## config.mk

```make
export PLATFORM = sky130hd
export DESIGN_NAME = song_sequencer_flat
export DESIGN_NICKNAME = d
export VERILOG_FILES = /design/src/rtl/song_pkg.sv /design/src/rtl/song_sequencer_if.sv /design/src/rtl/song_sequencer_beat_timer.sv /design/src/rtl/song_sequencer.sv /design/src/flat_wrapper.sv
export SDC_FILE = /design/constraint.sdc
export NUM_CORES = 1
export LEC_CHECK = 0
export CAP_MARGIN = 20
export CORE_MARGIN = 1
export CORE_UTILIZATION = 41
export CTS_BUF_LIST = sky130_fd_sc_hd__clkbuf_8
export CTS_CLUSTER_DIAMETER = 150
export DETAILED_ROUTE_END_ITERATION = 16
export GPL_TIMING_DRIVEN = 0
export PLACE_DENSITY_LB_ADDON = 0.2
export SLEW_MARGIN = 20
export SYNTH_ARGS = -nofsm -noshare
export SYNTH_HDL_FRONTEND = slang
export SYNTH_SLANG_ARGS = --single-unit
```

## constraint.sdc

```tcl
create_clock -name clk -period 2 [get_ports clk]
set_input_delay 0.2 -clock clk [delete_from_list [all_inputs] [get_ports clk]]
set_output_delay 0.2 -clock clk [all_outputs]
set_load 0.02 [all_outputs]
```

## src/rtl/song_pkg.sv

```systemverilog
// Shared definitions for the song sequencer: ROM word layout, octave codes,
// FSM state encoding and the note decoder.
package song_pkg;

    localparam int WORD_W   = 9;
    localparam int NOTE_LSB = 0;
    localparam int NOTE_W   = 3;
    localparam int OCT_LSB  = 3;
    localparam int OCT_W    = 2;
    localparam int DUR_LSB  = 5;
    localparam int DUR_FW   = 4;
    localparam int NOTES_W  = 7;

    typedef enum logic [1:0] {
        OCT_MID  = 2'b00,
        OCT_HIGH = 2'b01,
        OCT_LOW  = 2'b10,
        OCT_END  = 2'b11
    } octave_e;

    typedef enum logic [2:0] {
        ST_IDLE,
        ST_FETCH,
        ST_LOAD,
        ST_NOTE,
        ST_GAP,
        ST_DONE
    } state_e;

    // Note 1 (do) maps to bit 6, note 7 (si) to bit 0; 0 is a rest.
    function automatic logic [NOTES_W-1:0] note_to_onehot(input logic [NOTE_W-1:0] note);
        logic [NOTES_W-1:0] oh;
        case (note)
            3'd1:    oh = 7'b1000000;
            3'd2:    oh = 7'b0100000;
            3'd3:    oh = 7'b0010000;
            3'd4:    oh = 7'b0001000;
            3'd5:    oh = 7'b0000100;
            3'd6:    oh = 7'b0000010;
            3'd7:    oh = 7'b0000001;
            default: oh = '0;
        endcase
        return oh;
    endfunction

endpackage

```

## src/rtl/song_sequencer_if.sv

```systemverilog
// Song ROM bus: the sequencer drives the address, the ROM returns the word
// one clock later.
interface song_sequencer_if #(
    parameter int ADDR_W = 6
);
    logic [ADDR_W-1:0] rom_addr;
    logic [8:0]        rom_data;

    modport master (output rom_addr, input rom_data);
    modport slave  (input rom_addr, output rom_data);
endinterface

```

## src/rtl/song_sequencer_beat_timer.sv

```systemverilog
// Beat timer: cycle counter wrapping every BEAT_CYCLES and a beat-unit counter.
// Both freeze while i_en is low and return to zero on i_clr.
module beat_timer
    import song_pkg::*;
#(
    parameter int BEAT_CYCLES = 12_500_000,
    parameter int GAP_CYCLES  = 1_000_000,
    parameter int DUR_W       = 4
) (
    input  logic             clk,
    input  logic             rst_n,
    input  logic             i_en,
    input  logic             i_clr,
    input  logic [DUR_W-1:0] i_last_unit,
    output logic             o_tick,
    output logic             o_gap_start,
    output logic             o_end
);

    localparam int                CYC_W    = $clog2(BEAT_CYCLES);
    localparam logic [CYC_W-1:0] CYC_LAST = CYC_W'(BEAT_CYCLES - 1);
    // Flag is raised on the last sounding cycle so the FSM is in GAP exactly
    // when the count reaches BEAT_CYCLES-GAP_CYCLES of the final unit.
    localparam logic [CYC_W-1:0] CYC_GAP  = CYC_W'(BEAT_CYCLES - GAP_CYCLES - 1);

    logic [CYC_W-1:0] r_cyc;
    logic [DUR_W-1:0] r_unit;
    logic             w_last_unit;

    assign w_last_unit = (r_unit == i_last_unit);
    assign o_tick      = i_en && (r_cyc == CYC_LAST);
    assign o_gap_start = i_en && w_last_unit && (r_cyc == CYC_GAP);
    assign o_end       = o_tick && w_last_unit;

    // Cycle and unit counters with freeze and clear.
    always_ff @(posedge clk or negedge rst_n) begin
        if (!rst_n) begin
            r_cyc  <= '0;
            r_unit <= '0;
        end else if (i_clr) begin
            r_cyc  <= '0;
            r_unit <= '0;
        end else if (i_en) begin
            if (r_cyc == CYC_LAST) begin
                r_cyc  <= '0;
                r_unit <= r_unit + DUR_W'(1);
            end else begin
                r_cyc <= r_cyc + CYC_W'(1);
            end
        end
    end

endmodule

```

## src/rtl/song_sequencer.sv

```systemverilog
// Song sequencer: plays note words from a synchronous song ROM into the tone
// generator, with a silent gap after each note; passes free-play keys when idle.
module song_sequencer
    import song_pkg::*;
#(
    parameter int ADDR_W      = 6,
    parameter int DUR_W       = 4,
    parameter int BEAT_CYCLES = 12_500_000,
    parameter int GAP_CYCLES  = 1_000_000
) (
    input  logic                 clk,
    input  logic                 rst_n,
    input  logic                 i_start,
    input  logic                 i_stop,
    input  logic                 i_pause,
    song_sequencer_if.master     rom,
    input  logic [NOTES_W-1:0]   i_key_notes,
    input  logic                 i_key_higher,
    input  logic                 i_key_lower,
    output logic [NOTES_W-1:0]   o_notes,
    output logic                 o_ishigher,
    output logic                 o_islower,
    output logic                 o_busy,
    output logic                 o_done
);

    localparam logic [ADDR_W-1:0] ADDR_LAST = '1;

    state_e              r_state;
    state_e              w_state_nxt;
    logic [ADDR_W-1:0]   r_rom_addr;
    logic [ADDR_W-1:0]   w_rom_addr_nxt;

    logic [NOTE_W-1:0]   r_note;
    octave_e             r_oct;
    logic [DUR_W-1:0]    r_last_unit;

    logic [NOTES_W-1:0]  r_notes;
    logic                r_ishigher;
    logic                r_islower;
    logic                r_busy;
    logic                r_done;
    logic [NOTES_W-1:0]  w_notes_nxt;
    logic                w_ishigher_nxt;
    logic                w_islower_nxt;

    logic [NOTE_W-1:0]   w_word_note;
    octave_e             w_word_oct;
    logic [DUR_FW-1:0]   w_word_dur;
    logic [DUR_FW-1:0]   w_word_dur_m1;

    logic                w_tmr_en;
    logic                w_tmr_clr;
    logic                w_tick;
    logic                w_gap_start;
    logic                w_end;

    assign w_word_note   = rom.rom_data[NOTE_LSB +: NOTE_W];
    assign w_word_oct    = octave_e'(rom.rom_data[OCT_LSB +: OCT_W]);
    assign w_word_dur    = rom.rom_data[DUR_LSB +: DUR_FW];
    // A zero duration plays as one beat unit.
    assign w_word_dur_m1 = (w_word_dur == '0) ? '0 : w_word_dur - DUR_FW'(1);

    assign w_tmr_en  = !i_pause && ((r_state == ST_NOTE) || (r_state == ST_GAP));
    assign w_tmr_clr = !((r_state == ST_NOTE) || (r_state == ST_GAP));

    beat_timer #(
        .BEAT_CYCLES (BEAT_CYCLES),
        .GAP_CYCLES  (GAP_CYCLES),
        .DUR_W       (DUR_W)
    ) u_beat_timer (
        .clk         (clk),
        .rst_n       (rst_n),
        .i_en        (w_tmr_en),
        .i_clr       (w_tmr_clr),
        .i_last_unit (r_last_unit),
        .o_tick      (w_tick),
        .o_gap_start (w_gap_start),
        .o_end       (w_end)
    );

    // Next state and next ROM address.
    always_comb begin
        w_state_nxt    = r_state;
        w_rom_addr_nxt = r_rom_addr;
        if ((r_state != ST_IDLE) && i_stop) begin
            w_state_nxt    = ST_IDLE;
            w_rom_addr_nxt = '0;
        end else begin
            case (r_state)
                ST_IDLE: begin
                    if (i_start && !i_stop) begin
                        w_state_nxt    = ST_FETCH;
                        w_rom_addr_nxt = '0;
                    end
                end
                ST_FETCH: w_state_nxt = ST_LOAD;
                ST_LOAD: begin
                    if (w_word_oct == OCT_END) w_state_nxt = ST_DONE;
                    else                       w_state_nxt = ST_NOTE;
                end
                ST_NOTE: begin
                    if (w_gap_start) w_state_nxt = ST_GAP;
                end
                ST_GAP: begin
                    if (w_end) begin
                        if (r_rom_addr == ADDR_LAST) begin
                            w_state_nxt = ST_DONE;
                        end else begin
                            w_state_nxt    = ST_FETCH;
                            w_rom_addr_nxt = r_rom_addr + ADDR_W'(1);
                        end
                    end
                end
                ST_DONE: w_state_nxt = ST_IDLE;
                default: w_state_nxt = ST_IDLE;
            endcase
        end
    end

    // Output mux, evaluated for the state being entered so outputs can be registered.
    always_comb begin
        w_notes_nxt    = '0;
        w_ishigher_nxt = 1'b0;
        w_islower_nxt  = 1'b0;
        case (w_state_nxt)
            ST_IDLE: begin
                if (r_state == ST_IDLE) begin
                    w_notes_nxt    = i_key_notes;
                    w_ishigher_nxt = i_key_higher;
                    w_islower_nxt  = i_key_lower;
                end
            end
            ST_NOTE: begin
                if (r_state == ST_LOAD) begin
                    w_notes_nxt    = note_to_onehot(w_word_note);
                    w_ishigher_nxt = (w_word_oct == OCT_HIGH);
                    w_islower_nxt  = (w_word_oct == OCT_LOW);
                end else if (!i_pause) begin
                    w_notes_nxt    = note_to_onehot(r_note);
                    w_ishigher_nxt = (r_oct == OCT_HIGH);
                    w_islower_nxt  = (r_oct == OCT_LOW);
                end
            end
            default: ;
        endcase
    end

    // State and ROM address registers.
    always_ff @(posedge clk or negedge rst_n) begin
        if (!rst_n) begin
            r_state    <= ST_IDLE;
            r_rom_addr <= '0;
        end else begin
            r_state    <= w_state_nxt;
            r_rom_addr <= w_rom_addr_nxt;
        end
    end

    // Latch the fields of the word being played.
    always_ff @(posedge clk or negedge rst_n) begin
        if (!rst_n) begin
            r_note      <= '0;
            r_oct       <= OCT_MID;
            r_last_unit <= '0;
        end else if (r_state == ST_LOAD) begin
            r_note      <= w_word_note;
            r_oct       <= w_word_oct;
            r_last_unit <= DUR_W'(w_word_dur_m1);
        end
    end

    // Registered outputs to the tone generator and status flags.
    always_ff @(posedge clk or negedge rst_n) begin
        if (!rst_n) begin
            r_notes    <= '0;
            r_ishigher <= 1'b0;
            r_islower  <= 1'b0;
            r_busy     <= 1'b0;
            r_done     <= 1'b0;
        end else begin
            r_notes    <= w_notes_nxt;
            r_ishigher <= w_ishigher_nxt;
            r_islower  <= w_islower_nxt;
            r_busy     <= (w_state_nxt != ST_IDLE);
            r_done     <= (w_state_nxt == ST_DONE);
        end
    end

    assign rom.rom_addr = r_rom_addr;
    assign o_notes      = r_notes;
    assign o_ishigher   = r_ishigher;
    assign o_islower    = r_islower;
    assign o_busy       = r_busy;
    assign o_done       = r_done;

endmodule
```

## src/flat_wrapper.sv

```systemverilog
// flat-port wrapper written by rule: the top's interface ports become plain ports
module song_sequencer_flat import song_pkg::*;
#(
    parameter int ADDR_W      = 6,
    parameter int DUR_W       = 4,
    parameter int BEAT_CYCLES = 12_500_000,
    parameter int GAP_CYCLES  = 1_000_000
)
  (clk, rst_n, i_start, i_stop, i_pause, i_key_notes, i_key_higher, i_key_lower, o_notes, o_ishigher, o_islower, o_busy, o_done, rom_rom_addr, rom_rom_data);
  song_sequencer_if #(.ADDR_W(ADDR_W)) rom_i ();
  input  logic clk;
  input  logic rst_n;
  input  logic i_start;
  input  logic i_stop;
  input  logic i_pause;
  input  logic [NOTES_W-1:0] i_key_notes;
  input  logic i_key_higher;
  input  logic i_key_lower;
  output logic [NOTES_W-1:0] o_notes;
  output logic o_ishigher;
  output logic o_islower;
  output logic o_busy;
  output logic o_done;
  output wire logic [$bits(rom_i.rom_addr)-1:0] rom_rom_addr;
  input wire logic [$bits(rom_i.rom_data)-1:0] rom_rom_data;
  assign rom_rom_addr = rom_i.rom_addr;
  assign rom_i.rom_data = rom_rom_data;
  song_sequencer #(.ADDR_W(ADDR_W), .DUR_W(DUR_W), .BEAT_CYCLES(BEAT_CYCLES), .GAP_CYCLES(GAP_CYCLES)) u_core (.clk(clk), .rst_n(rst_n), .i_start(i_start), .i_stop(i_stop), .i_pause(i_pause), .rom(rom_i), .i_key_notes(i_key_notes), .i_key_higher(i_key_higher), .i_key_lower(i_key_lower), .o_notes(o_notes), .o_ishigher(o_ishigher), .o_islower(o_islower), .o_busy(o_busy), .o_done(o_done));
endmodule
```

==> impl_metrics.ini <==
[hold_path]
hold_path_class = in2async

[route]
vias = 2873
drtIter0Drc = 148
vias_per_cell = 5.48
drc_errors = 0
wire_per_inst_um = 14.3
wl_mm = 7.49
dr.pass1.iters = 4
drtAntennaViolNets = 0

[setup_path]
crit_chain = or3b_4, a21o_4, nor4_4, o41ai_4, o21ai_1, o31ai_2
worst_setup_path_start_kind = register
cp_num_buf_inv = 0
crit_type = reg2reg
critPathMaxFanout = 7
cpMaxStageDelayCell = dfrtp_2
required_ns = 2.21
critPathArrivalTime_ns = 2.19
max_stage_delay_ns = 0.43
cp_top_family = simple AND/OR/NAND/NOR gates
crit_path_end_kind = register

[synthesis]
synth_top_area_share_pct = 44.2
synth_area_um2 = 3230
yosysUniqueCellTypes = 58
post-synth-top-count-cell = dfrtp_1
synth_common_cells = dfrtp_1 (57), nand2_1 (47), nor2_1 (41), o21ai_0 (26), nor3_1 (16)
seq_area_frac_synth_pct = 44.2
synth_edf_count = 0
synthArstFlopShare_pct = 100
synth_ff_type = dfrtp_1
synth_nets = 387
synth_warnings = 0
syn-instance-count = 361
syn_area_per_cell_um2 = 8.94
synth_top_area_cell = dfrtp_1
synth_seq_cells = 57
synth_area_leaders = dfrtp_1 (44%), nand2_1 (5.5%), nor2_1 (4.8%)

[global_routing]
grt_max_degree = 37
gr-total-overflow = 0
grt_usage_pct = 19.2
first_global_vias = 2703
antenna_found_initial = 0
grt_pass1_wl_mm = 12.6

[floorplanning]
dieWidth_um = 90.7
pin_count = 40
std_cell_rows = 31
core_area_um2 = 7410
dieArea_um2 = 8230
initial_utilization_pct = 43.5
die_y_um = 90.7

[clock_tree]
clkLatencyLatePin_ns = 0.33
cts_tree = done
cts_sinks = 57
cts_max_path_buffers = 2
htreeDepth = 3
clkTransAtPathRegs_ns = 0.06
cts_buffers = 9
clockRootBuffer = clkbuf_8

[layout]
n_antenna_cell = 0
drive_gt1_share_pct = 16.0
syn2layout_area_growth_pct = 29.0
final_nets = 448
post-route-util_pct = 56.2

[power_and_ir_drop]
power_density_nw_per_um2 = 921
power_mw = 3.83
ir_worst_vdd_v = 0.000444
p_leak_nw = 1.74

[sta]
grt_setup_unrepaired = yes
final-setup-viol-count = 0
skew_ns = 0.00342
worst_pin_slew_ns = 0.667
slew_headroom_pct = 55.5
period_needed_ns = 1.97
fmax_mhz = 507
hold_violations = 0
period_share_pct = 98.6
slew_violations = 0

[flow_run]
cap_violations = 0

[outcome]
status = finished, final reports clean

[placement]
place.gp.congestion = 0.793
dpl.hpwl_mm = 5.38
numPortBuffers = 38
[worst register-to-register path: cells and delay by family (launching register included)]
kind               cells  cell delay, ns
and+or+nand+nor        2            0.75
AOI/OAI and AO/OA      4            0.68
DFF                    1            0.43
[placed cells by master, fill, tap and decap left out, drive strengths merged, types with 3 or more instances in the layout]
master | Yosys | routed
a21oi | 13 | 13
a31oi | 7 | 7
a41oi | 3 | 3
and2 | 4 | 4
and3 | 9 | 9
and4 | 3 | 3
buf | 8 | 18
clkbuf | 7 | 20
clkdlybuf4s50 | 0 | 37
dfrtp | 57 | 57
ha | 3 | 3
inv | 8 | 11
nand2 | 47 | 47
nand2b | 4 | 4
nand3 | 15 | 15
nand4 | 14 | 14
nor2 | 42 | 42
nor3 | 18 | 18
nor3b | 3 | 3
nor4 | 4 | 4
o21ai | 33 | 33
o21bai | 3 | 3
o31ai | 8 | 8
xnor2 | 9 | 9
xor2 | 12 | 12
[power by group]
group	internal (mW)	total (mW)	switching, mW	leakage, nW
Sequential	1.34	1.47	0.123	0.764
Combinational	0.613	1.45	0.836	0.878
Clock	0.490	0.914	0.425	0.0951
[registers in the layout (all words and copies together) (netlist names), 2 cells and up]
name,flops
u_core.u_beat_timer.r_cyc,24
u_core.r_note,3
u_core.r_last_unit,4
u_core.rom.rom_addr,6
u_core.r_state,3
u_core.r_oct,2
u_core.o_notes,7
u_core.u_beat_timer.r_unit,4
[stage by stage]
step	setup TNS, ns	instance area, µm²	hold WS, ns	worst slack [ns]	instances
floorplan	0	3230	-0.0956	0.189	361
global placement	-67.26	3730	0.468	-1.13	498
detailed placement	-2.92	3750	0.112	-0.196	499
CTS	-0.111	3960	0.313	-0.0376	516
global route	-0.129	4160	0.337	-0.0357	524
finish	0	4160	0.306	0.0276	524
[cells by family (layout without fill, tap and decap cells)]
group                      Yosys count  in the layout  share of synthesized area [%]
adders and majority gates            4              4                           1.47
AOI/OAI and AO/OA                   79             79                           16.6
buffers and inverters               23             87                           3.03
DFF                                 57             57                           44.2
and+or+nand+nor                    177            177                           28.9
xor gates and xnor gates            21             21                           5.70
[final cells by class]
type                    instances  area, µm²
plain buffers                  15       78.8
fillers                       641       3250
flip-flops and latches         57       1430
well taps                      99        124
multi-input cells             281       1850
clock inverters                 3       11.3
repair buffers                 50        483
clock buffers                  11        151
inverters                       8       30.0
[final timing paths]
path	start	to	slack, ns	cells past startpoint
max	u_core.r_state[1]	u_core.rom.rom_addr[2]	0.03	6
min	rst_n	u_core.u_beat_timer.r_cyc[19]	0.31	2
max reg2reg	u_core.r_state[1]	u_core.rom.rom_addr[2]	0.03	6
min reg2reg	u_core.r_last_unit[3]	u_core.r_last_unit[3]	0.49	2
max in group asynchronous	rst_n	u_core.r_state[1]	1.20	3
min in group clk	i_key_notes[4]	u_core.o_notes[4]	0.42	3
[metal layers]
layer	up-vias	track usage [%]	routed length [µm]
met5	-	0	0
met2	60	29.0	3410
met3	11	4.21	261
met1	1384	26.3	3680
li1	1418	-	-
met4	0	8.60	130
[repair_timing]
action	4_1_cts	5_1_grt
hold endpoints to repair	21	0
hold buffers	1	0
cloned	0	0
resized for setup	5	34
setup endpoints to repair	36	45
pin swaps	3	14
setup buffers	2	8
Power figures use the tool's default switching activity.
